[src/rtl/if_stage.sv]
// Instruction fetch stage: PC register, 2-bit bimodal BHT and static target
// computation for conditional branches and JAL.
module if_stage #(
  parameter logic [31:0] RESET_PC     = 32'h0000_0060,
  parameter int unsigned BHT_IDX_BITS = 6
) (
  input  logic        clk,
  input  logic        rst,
  input  logic        stall_i,
  input  logic        redirect_i,
  input  logic [31:0] redirect_pc_i,
  input  logic        upd_valid_i,
  input  logic [31:0] upd_pc_i,
  input  logic        upd_taken_i,
  input  logic        imem_resp_i,
  input  logic [31:0] imem_rdata_i,
  output logic [31:0] imem_addr_o,
  output logic        imem_read_o,
  output logic [31:0] pc_o,
  output logic [31:0] instr_o,
  output logic        valid_o,
  output logic        br_pred_o,
  output logic [1:0]  bht_rdata_o
);

  localparam int unsigned BHT_ENTRIES = 1 << BHT_IDX_BITS;
  localparam logic [6:0]  OP_BRANCH   = 7'b1100011;
  localparam logic [6:0]  OP_JAL      = 7'b1101111;
  localparam logic [1:0]  CTR_WEAK_NT = 2'b01;

  // Word-aligned PC: the two low bits are not stored, so they can never be set.
  logic [31:2] pc_q;
  logic [31:0] pc;
  logic [31:0] next_pc;

  logic [1:0]  bht [BHT_ENTRIES];
  logic [BHT_IDX_BITS-1:0] rd_idx;
  logic [BHT_IDX_BITS-1:0] upd_idx;
  logic [1:0]  upd_ctr;
  logic [1:0]  upd_ctr_nxt;

  logic [6:0]  opcode;
  logic        is_branch;
  logic        is_jal;
  logic [31:0] b_imm;
  logic [31:0] j_imm;
  logic [31:0] pred_target;
  logic [31:0] pc_plus4;

  // Bits that carry no information for this block.
  logic unused_ok;
  assign unused_ok = ^{upd_pc_i[31:BHT_IDX_BITS+2], upd_pc_i[1:0], redirect_pc_i[1:0]};

  assign pc          = {pc_q, 2'b00};
  assign imem_addr_o = pc;
  assign imem_read_o = ~rst;
  assign pc_o        = pc;
  assign instr_o     = imem_rdata_i;
  assign valid_o     = imem_resp_i & ~redirect_i & ~rst;

  // BHT read at the fetch PC; a same-cycle update is only seen next cycle.
  assign rd_idx      = pc[BHT_IDX_BITS+1:2];
  assign bht_rdata_o = bht[rd_idx];

  assign opcode    = imem_rdata_i[6:0];
  assign is_branch = (opcode == OP_BRANCH);
  assign is_jal    = (opcode == OP_JAL);
  assign br_pred_o = is_jal | (is_branch & bht_rdata_o[1]);

  assign b_imm = {{19{imem_rdata_i[31]}}, imem_rdata_i[31], imem_rdata_i[7],
                  imem_rdata_i[30:25], imem_rdata_i[11:8], 1'b0};
  assign j_imm = {{11{imem_rdata_i[31]}}, imem_rdata_i[31], imem_rdata_i[19:12],
                  imem_rdata_i[20], imem_rdata_i[30:21], 1'b0};

  assign pred_target = pc + (is_jal ? j_imm : b_imm);
  assign pc_plus4    = pc + 32'd4;

  // Next-PC selection in priority order.
  always_comb begin
    next_pc = pc;
    if (redirect_i) begin
      next_pc = redirect_pc_i;
    end else if (stall_i) begin
      next_pc = pc;
    end else if (imem_resp_i && br_pred_o) begin
      next_pc = pred_target;
    end else if (imem_resp_i) begin
      next_pc = pc_plus4;
    end
  end

  always_ff @(posedge clk) begin
    if (rst) begin
      pc_q <= RESET_PC[31:2];
    end else begin
      pc_q <= next_pc[31:2];
    end
  end

  // Saturating counter update for the resolved branch.
  assign upd_idx = upd_pc_i[BHT_IDX_BITS+1:2];
  assign upd_ctr = bht[upd_idx];

  always_comb begin
    upd_ctr_nxt = upd_ctr;
    if (upd_taken_i) begin
      if (upd_ctr != 2'b11) upd_ctr_nxt = upd_ctr + 2'd1;
    end else begin
      if (upd_ctr != 2'b00) upd_ctr_nxt = upd_ctr - 2'd1;
    end
  end

  always_ff @(posedge clk) begin
    if (rst) begin
      for (int i = 0; i < BHT_ENTRIES; i++) bht[i] <= CTR_WEAK_NT;
    end else if (upd_valid_i) begin
      bht[upd_idx] <= upd_ctr_nxt;
    end
  end

endmodule

[config.mk]
export PLATFORM = sky130hd
export DESIGN_NAME = if_stage
export DESIGN_NICKNAME = d
export VERILOG_FILES = /design/src/rtl/if_stage.sv
export SDC_FILE = /design/constraint.sdc
export NUM_CORES = 1
export LEC_CHECK = 0
export CORE_AREA = 2 2 181 147
export CTS_CLUSTER_DIAMETER = 50
export DETAILED_ROUTE_END_ITERATION = 8
export DIE_AREA = 0 0 183 149
export PLACE_DENSITY = 0.79
export SLEW_MARGIN = 20
export SYNTH_ARGS = -nofsm -noshare
export SYNTH_HDL_FRONTEND = slang
export SYNTH_SLANG_ARGS = --single-unit
[constraint.sdc]
create_clock -name clk -period 7.85 [get_ports clk]
set_clock_uncertainty 0.05 [all_clocks]
set_input_delay 1.1775 -clock clk [delete_from_list [all_inputs] [get_ports clk]]
set_output_delay 1.1775 -clock clk [all_outputs]
set_load 0.005 [all_outputs]
Word level (Yosys, flattened, before mapping):

Memories as Yosys holds them, arrays and structs flattened. A register that Yosys moved wholly into a read port is not among the register bits.
Index checks and enable logic that the tools add are counted.

* register bits: 30
* RAM bits: 128
* output and inout port bits: 101
* logic and storage cells: 39
* memories kept: 1

Memory list
* bht: words 64, width 2, read ports 2, clocked after memory_dff 1, wr ports 64, line 36 `logic [1:0] bht [BHT_ENTRIES];`

* add/sub/neg operators: 4
* equality and inequality tests: 4
* mux-type cells: 18
* bitwise operators: 6
* reductions and logical operators: 5

Operators with widths (number)
* $mux 32: 4
* $add 32x3->32 const B: 1
* $add 32x32->32: 1
* $mux 20: 1
* $mux 6: 3
* $eq 7x7->1 const B: 2
* $mux 2: 4
* $mux 1: 6
* $and 1x1->1: 3
* $reduce_bool 3->1: 1
* $add 2x1->2 const B: 1
* $ne 2x1->1 const B: 1
* $ne 2x2->1 const B: 1
* $not 1->1: 2
* $reduce_and 2->1: 1
* $reduce_bool 2->1: 1
* $reduce_or 2->1: 1
* $sub 2x1->2 const B: 1
* $logic_and 1x1->1: 1
* $or 1x1->1: 1

Logic depth before layout (Yosys ltp):

Gate-level depths: netlist (run 1).

* depth after elaboration: 9
* gate-level depth with buffers: 21

Worst setup path before layout (run 1):

Ideal clock, no wire load.

* path kind: in2reg
* from: input port imem_rdata_i[6]
* to: register pc_q[29] (netlist bit)
* arrival: 4423 ps
* required time: 7675 ps
* path slack: 3252 ps
* stages: 16
* path through: nor2b_1 -> nand4_1 -> nor2_1 -> clkbuf_1 -> a21oi_1 -> nor2_1 -> ha_1 -> a21o_1 -> a21oi_2 -> o211ai_2 -> a221oi_4 -> a21boi_2 -> a221o_2 -> a31o_4 -> nor3b_1 -> o41a_1

* longest elaborated chain between the ends: 7
* elaborated cells between the ends (all ways): 12

RTL lines
* start: declaration: line 16 `input logic [31:0] imem_rdata_i,`
* parallel branches: the longest is 7 deep, another holds $add 32x32->32
* end signal: assignment: line 94 `pc_q <= RESET_PC[31:2];`
* end signal: assignment: line 96 `pc_q <= next_pc[31:2];`
* end: declaration: line 32 `logic [31:2] pc_q;`

Several ways; the timed one is not identified. The select of a mux whose other input is x is not followed.
A chain may end at the register's enable or synchronous reset.

==> impl_metrics.json, run 1 <==
{
  "grt_util_met2_pct": 37.3,
  "setup_tns_ns": 0,
  "critPathKind": "reg2reg",
  "area_delta_synth_final_pct": 16.1,
  "tightest_slew_ns": 1.13,
  "vias": 9702,
  "dp_hpwl_um": 23200,
  "cp_slowest_cell": "nor2_1",
  "initial_utilization_pct": 44.0,
  "routedWlPerCell_um": 21.5,
  "path_cells": "buf_4 -> mux4_2 -> mux2i_1 -> o22a_1 -> o2111ai_1 -> o311ai_2 -> a21oi_2 -> nand2_1 -> nor2_1 -> ha_1 -> nand2_1 -> nor3_2 -> a221oi_4 -> a21boi_2 -> a221o_2 -> a31o_4 -> a2111oi_4 -> o41a_1",
  "antenna_found_initial": 0,
  "grt_usage_pct": 23.8,
  "slowest_delay_ns": 0.91,
  "cts_tree": "yes",
  "cp_common_cell": "nand2_1",
  "syn-instance-count": 1163,
  "detail_route.drc_violations": 0,
  "fill_cells": 2277,
  "ys_seq_area_share_pct": 40.3,
  "clockRootBuffer": "clkbuf_16",
  "final_cell_mix": "clkdlybuf4s50_1, edfxtp_1, nand2_1, nor2_1, o21ai_0",
  "ff2ff_path_depth": 18,
  "die_w_um": 183,
  "rsz0062_at_grt": "no",
  "grt_max_degree": 49,
  "viasPerCell": 6.29,
  "synth_edf_count": 128,
  "cp-end-kind": "register",
  "antenna_cells": 0,
  "power_density_nw_per_um2": 174,
  "core_um2": 25700,
  "ctsHoldBuffers": 0,
  "ys_async_sr_fraction_pct": 0,
  "gp_congestion": 0.954,
  "finalSetupViolCount": 0,
  "dieArea_um2": 27300,
  "critPathRequiredTime_ns": 8.18,
  "clockBufferDepth": 2,
  "regArea_um2": 4570,
  "r2r-end": "pc_q[29]",
  "fin_nets": 1334,
  "min-delay-start": "pc_q[16]",
  "clk_pin_slew_worst_paths_ns": 0.07,
  "top_usage_layer": "met2",
  "ys_ff_latch": 164,
  "fmax_mhz": 163,
  "crit_buf_inv": 1,
  "maxCapViolations": 0,
  "peakVddDrop_mv": 0.127,
  "overflow": 0,
  "min_to": "pc_q[16]",
  "fin_cells": 1542,
  "status": "finished clean",
  "final-max-slew-violation-count": 0,
  "ctsResizeCount": 0,
  "reg2reg_setup_slack_ns": 1.73,
  "boundaryPins": 204,
  "syn_area_per_cell_um2": 9.74,
  "layout_commonest_cell": "clkdlybuf4s50_1",
  "met3_usage_pct": 5.40,
  "portBuffers": 167,
  "total_leakage_power_nw": 4.42,
  "grtUsageMet1_pct": 32.6,
  "synth_cell_type_count": 82,
  "clock-sinks": 164,
  "placedCellCount": 1512,
  "ys_warn_count": 0,
  "clk-insertion-delay-late_ns": 0.44,
  "fin_crit_sh_pct": 78.0,
  "cp_top_family": "compound AO/OA/AOI/OAI gates",
  "fin_crit_ns": 6.12,
  "postCtsSetupBuffers": 0,
  "synth.cell_area_um2": 11300,
  "hold_depth": 2,
  "row_count": 53,
  "die_y_um": 149,
  "worstPathMaxFanout": 15,
  "hold_path_class": "reg2reg",
  "grt_pass1_vias": 9115,
  "critical_path_arrival_ns": 6.45,
  "cp-start-kind": "register",
  "final_antenna_net_count": 0,
  "htree_levels": 4,
  "grt_pass1_wl_um": 50500,
  "multiInputGateArea_um2": 5710,
  "dr.pass1.iters": 5,
  "relSlewSlack_pct": 24.8,
  "drt_iter0_drc": 1395,
  "ys.flop_type": "edfxtp_1",
  "cts_buffers": 17,
  "layout-drive-gt1-share_pct": 10.1,
  "cp.depth": 18,
  "finalHoldViolCount": 0,
  "drt_wl_total_um": 33100
}
## worst max path at each step
stage,start,endpoint,slack (ns)
after global placement,register,pc_q[29],1.95
after floorplan,imem_rdata_i[6],pc_q[29],3.25
after CTS,register,pc_q[29],1.75
after global routing,register,pc_q[30],1.32
final,register,pc_q[29],1.73
after detailed placement,register,pc_q[29],1.79
## worst reg2reg max path: stages (launching register included)
cell       delay (ns)
dfxtp_2          0.72
buf_4            0.40
mux4_2           0.28
mux2i_1          0.09
o22a_1           0.21
o2111ai_1        0.15
o311ai_2         0.23
a21oi_2          0.36
nand2_1          0.36
nor2_1           0.91
ha_1             0.42
nand2_1          0.11
nor3_2           0.08
a221oi_4         0.38
a21boi_2         0.12
a221o_2          0.41
a31o_4           0.28
a2111oi_4        0.33
o41a_1           0.18
## where the power goes
group	switching [mW]	total (mW)	internal [mW]
clock	0.378	0.888	0.511
sequential	0.0356	0.999	0.963
combinational	0.220	0.399	0.180
total	0.633	2.29	1.65
## flip-flops by register name, summed over array words and instances, names as in the netlist, named ones only
name and cells:
bht 128, pc_q 30
## metal layers
metal  vias up  wire length [um]
met5         -                 0
met4         0               912
met3        73              3870
met2       597             15100
met1      4664             13200
li1       4368                 -
## kinds of logic (layout without fill, tap and decap cells)
logic type	after synthesis	after routing	share of synthesized area, %
AO/OA/AOI/OAI	283	283	16.6
XOR/XNOR	17	17	1.31
adder cells (fa/ha/maj)	32	32	3.57
buffers and inverters	187	233	9.44
flip-flops	164	164	40.3
multiplexers	86	86	12.6
other	1	4	0.0331
AND/OR/NAND/NOR	393	393	16.1
## cell usage after synthesis, drive strengths merged (3+ instances only)
cell | n | area share (%)
o31ai | 3 | 0.20
nor2 | 100 | 3.3
o21a | 5 | 0.33
nand3b | 6 | 0.40
a21boi | 3 | 0.23
a21oi | 66 | 3.1
ha | 29 | 3.2
nor3 | 75 | 3.4
edfxtp | 128 | 34
clkbuf | 62 | 2.1
o22ai | 4 | 0.22
buf | 103 | 6.7
a31oi | 9 | 0.50
a221oi | 17 | 1.5
a311oi | 4 | 0.31
nor3b | 3 | 0.20
o211ai | 10 | 0.71
nand2 | 105 | 3.5
o21ai | 96 | 4.2
a21o | 13 | 0.86
mux2 | 12 | 1.2
nand4 | 7 | 0.39
a2111oi | 3 | 0.45
and3 | 12 | 0.66
xor2 | 7 | 0.54
mux4 | 44 | 8.7
o211a | 9 | 0.80
inv | 22 | 0.73
o311ai | 3 | 0.30
a211oi | 8 | 0.53
nand3 | 46 | 2.0
a22oi | 7 | 0.46
or3 | 6 | 0.35
dfxtp | 36 | 6.4
a22o | 5 | 0.39
nand2b | 7 | 0.39
nor2b | 13 | 0.74
mux2i | 30 | 2.7
and2 | 7 | 0.39
xnor2 | 10 | 0.77
## per-stage QoR
| stage | power, mW | utilization, % | area [um2] | hold WS [ns] | setup slack (ns) |
|---|---|---|---|---|---|
| 2_1_floorplan | 1.28 | - | 11300 | 0.446 | 3.25 |
| 3_3_place_gp | 1.40 | 48.7 | 12500 | 0.458 | 1.95 |
| 3_5_place_dp | 1.41 | 48.7 | 12500 | 0.471 | 1.79 |
| 4_1_cts | 2.28 | 51.1 | 13200 | 0.481 | 1.75 |
| 5_1_grt | 2.36 | 51.1 | 13200 | 0.522 | 1.32 |
| 6_report | 2.29 | 51.1 | 13200 | 0.478 | 1.73 |
## area by class of cell
class                   count  share of cell area, %
clock buffers              17                   3.23
clock inverters            13                   1.46
inverters                  22                  0.628
multi-input cells         815                   43.4
flip-flops and latches    164                   34.7
well taps                 330                   3.14
repair buffers            181                   13.4
Power figures use the tool's default switching activity.
==> inputs of run 2 (changes only) <==
--- a/config.mk
+++ b/config.mk
@@ -9,7 +9,7 @@
 export CTS_CLUSTER_DIAMETER = 50
 export DETAILED_ROUTE_END_ITERATION = 8
 export DIE_AREA = 0 0 183 149
-export PLACE_DENSITY = 0.79
+export PLACE_DENSITY = 0.82
 export SLEW_MARGIN = 20
 export SYNTH_ARGS = -nofsm -noshare
 export SYNTH_HDL_FRONTEND = slang
==> constraint.sdc (replaced) <==
create_clock -name clk -period 5.6 [get_ports clk]
set_clock_uncertainty 0.05 [all_clocks]
set_input_delay 0.84 -clock clk [delete_from_list [all_inputs] [get_ports clk]]
set_output_delay 0.84 -clock clk [all_outputs]
set_load 0.005 [all_outputs]
==> run 2 against run 1 <==
  * Worst hold slack gained 0.0079 ns
  * Total power grew 42%
  * Design area grew 1.3%
  * Clock-buffer cell count grew 6
  * Combinational power grew 46%
  * Critical path type unchanged
  * Critical endpoint is now pc_q[20]
  * Highest routed layer unchanged
==> impl_metrics.json, run 2 (same netlist as run 1, synthesis figures left out) <==
{
  "status": "finished clean",
  "clockBufferDepth": 2,
  "fmax_mhz": 187,
  "grt_usage_pct": 24.9,
  "die_y_um": 149,
  "power_frac_seq_pct": 43.1,
  "finalSetupViolCount": 0,
  "row_count": 53,
  "antenna_cells": 0,
  "total_leakage_power_nw": 4.51,
  "power.switching_fraction_pct": 26.5,
  "hold_path_class": "reg2reg",
  "worstPathMaxFanout": 11,
  "fin_crit_ns": 5.36,
  "final_cell_mix": "clkdlybuf4s50_1, edfxtp_1, nand2_1, nor2_1, o21ai_0",
  "ctsResizeCount": 0,
  "p_int_mw": 2.39,
  "drt_iter0_drc": 1475,
  "total_power_mw": 3.25,
  "p_clk_share_pct": 39.0,
  "cts_tree": "yes",
  "vias": 10000,
  "grt_max_degree": 48,
  "holdWs_ns": 0.486,
  "dp_hpwl_um": 24400,
  "layout-drive-gt1-share_pct": 11.1,
  "overflow": 0,
  "gp_congestion": 0.947,
  "comb_power_share_pct": 18.0,
  "routedWlPerCell_um": 22.0,
  "hold_depth": 2,
  "viasPerCell": 6.42,
  "finalHoldViolCount": 0,
  "fin_crit_sh_pct": 95.7,
  "p_switching_mw": 0.863,
  "core_um2": 25700,
  "antenna_found_initial": 0,
  "cp-end-kind": "register",
  "portBuffers": 167,
  "clk-insertion-delay-late_ns": 0.45,
  "final_antenna_net_count": 0,
  "boundaryPins": 204,
  "htree_levels": 4,
  "relSlewSlack_pct": 33.0,
  "regArea_um2": 4570,
  "area_delta_synth_final_pct": 17.6,
  "drt_wl_total_um": 34400,
  "power_density_nw_per_um2": 244,
  "grt_pass1_vias": 9440,
  "ff2ff_path_depth": 20,
  "top_regs": "bht x128, pc_q x30",
  "maxCapViolations": 0,
  "regMostFlops": "bht",
  "clk_pin_slew_worst_paths_ns": 0.06,
  "critPathKind": "reg2reg",
  "peakVddDrop_mv": 0.185,
  "dr.pass1.iters": 6,
  "fin_util_pct": 51.8,
  "die_w_um": 183,
  "tightest_slew_ns": 1.00,
  "fin_nets": 1352,
  "cts_buffers": 17,
  "final-max-slew-violation-count": 0,
  "rsz0062_at_grt": "no",
  "critPathRequiredTime_ns": 5.93,
  "postCtsSetupBuffers": 0,
  "grt_pass1_wl_um": 52300,
  "setup_tns_ns": 0,
  "clock-sinks": 164,
  "clockRootBuffer": "clkbuf_16",
  "multiInputGateArea_um2": 5710,
  "detail_route.drc_violations": 0,
  "cp-start-kind": "register",
  "ctsHoldBuffers": 0,
  "largest_reg_flops": 128,
  "initial_utilization_pct": 44.0,
  "critical_path_arrival_ns": 5.69,
  "layout_commonest_cell": "clkdlybuf4s50_1",
  "dieArea_um2": 27300,
  "fill_cells": 2217
}
## run 2: cell types whose count changed in the layout (fill, tap and decap cells not counted), sizes merged
cell and change:
clkinv +1, bufinv +1, inv -6, buf +18, clkbuf +6
## run 2: worst max-delay path, cell delays in order (launching register included)
cell and delay (ns):
dfxtp_2 0.56, buf_4 0.20, buf_4 0.22, mux4_2 0.22
mux2i_1 0.09, o22a_1 0.21, o2111ai_1 0.14, o311ai_2 0.20
a21oi_2 0.20, nand2_1 0.25, or2_1 0.35, fa_1 0.42
nor2b_1 0.17, o21a_1 0.15, o21ai_1 0.12, a311o_1 0.42
a21oi_1 0.21, o211ai_1 0.13, and3_1 0.21, o311ai_0 0.53
o211a_1 0.23
## run 2: metal layers
layer | routed length, um | share of wire, % | vias up | track usage (%)
met5 | 0 | 0 | - | 0
met3 | 4370 | 13 | 113 | 6.03
met1 | 13300 | 39 | 4774 | 34.1
met4 | 1170 | 3.4 | 0 | 10.4
li1 | - | - | 4394 | -
met2 | 15500 | 45 | 740 | 38.1
## run 2: metrics by stage
stage	cell area [um2]	setup slack, ns	std cells
2_1_floorplan	11300	1.01	1166
3_3_place_gp	12700	0.439	1530
3_5_place_dp	12700	0.316	1530
4_1_cts	13300	0.251	1562
5_1_grt	13300	0.0436	1562
6_report	13300	0.243	1562
## run 2: layout make-up
cell class | count | area share, %
Clock buffer | 23 | 3.51
Clock inverter | 9 | 1.16
Inverter | 22 | 0.620
Multi-Input combinational cell | 815 | 42.8
Sequential cell | 164 | 34.3
Tap cell | 330 | 3.10
Timing Repair Buffer | 199 | 14.5
## run 2: final timing paths
check	from	to	slack, ns
setup / recovery	register	pc_q[20]	0.24
hold / removal	pc_q[16]	pc_q[16]	0.49
hold reg to reg	pc_q[16]	pc_q[16]	0.49
setup reg to reg	register	pc_q[20]	0.24
## run 2: power groups by stage
| stage | Combinational (mW) | Clock [mW] | Sequential, mW |
|---|---|---|---|
| after global placement | 0.557 | 0 | 1.42 |
| final | 0.584 | 1.27 | 1.40 |
| after CTS | 0.575 | 1.26 | 1.40 |
| after detailed placement | 0.572 | 0 | 1.43 |
| after global routing | 0.623 | 1.31 | 1.40 |
| after floorplan | 0.388 | 0 | 1.40 |
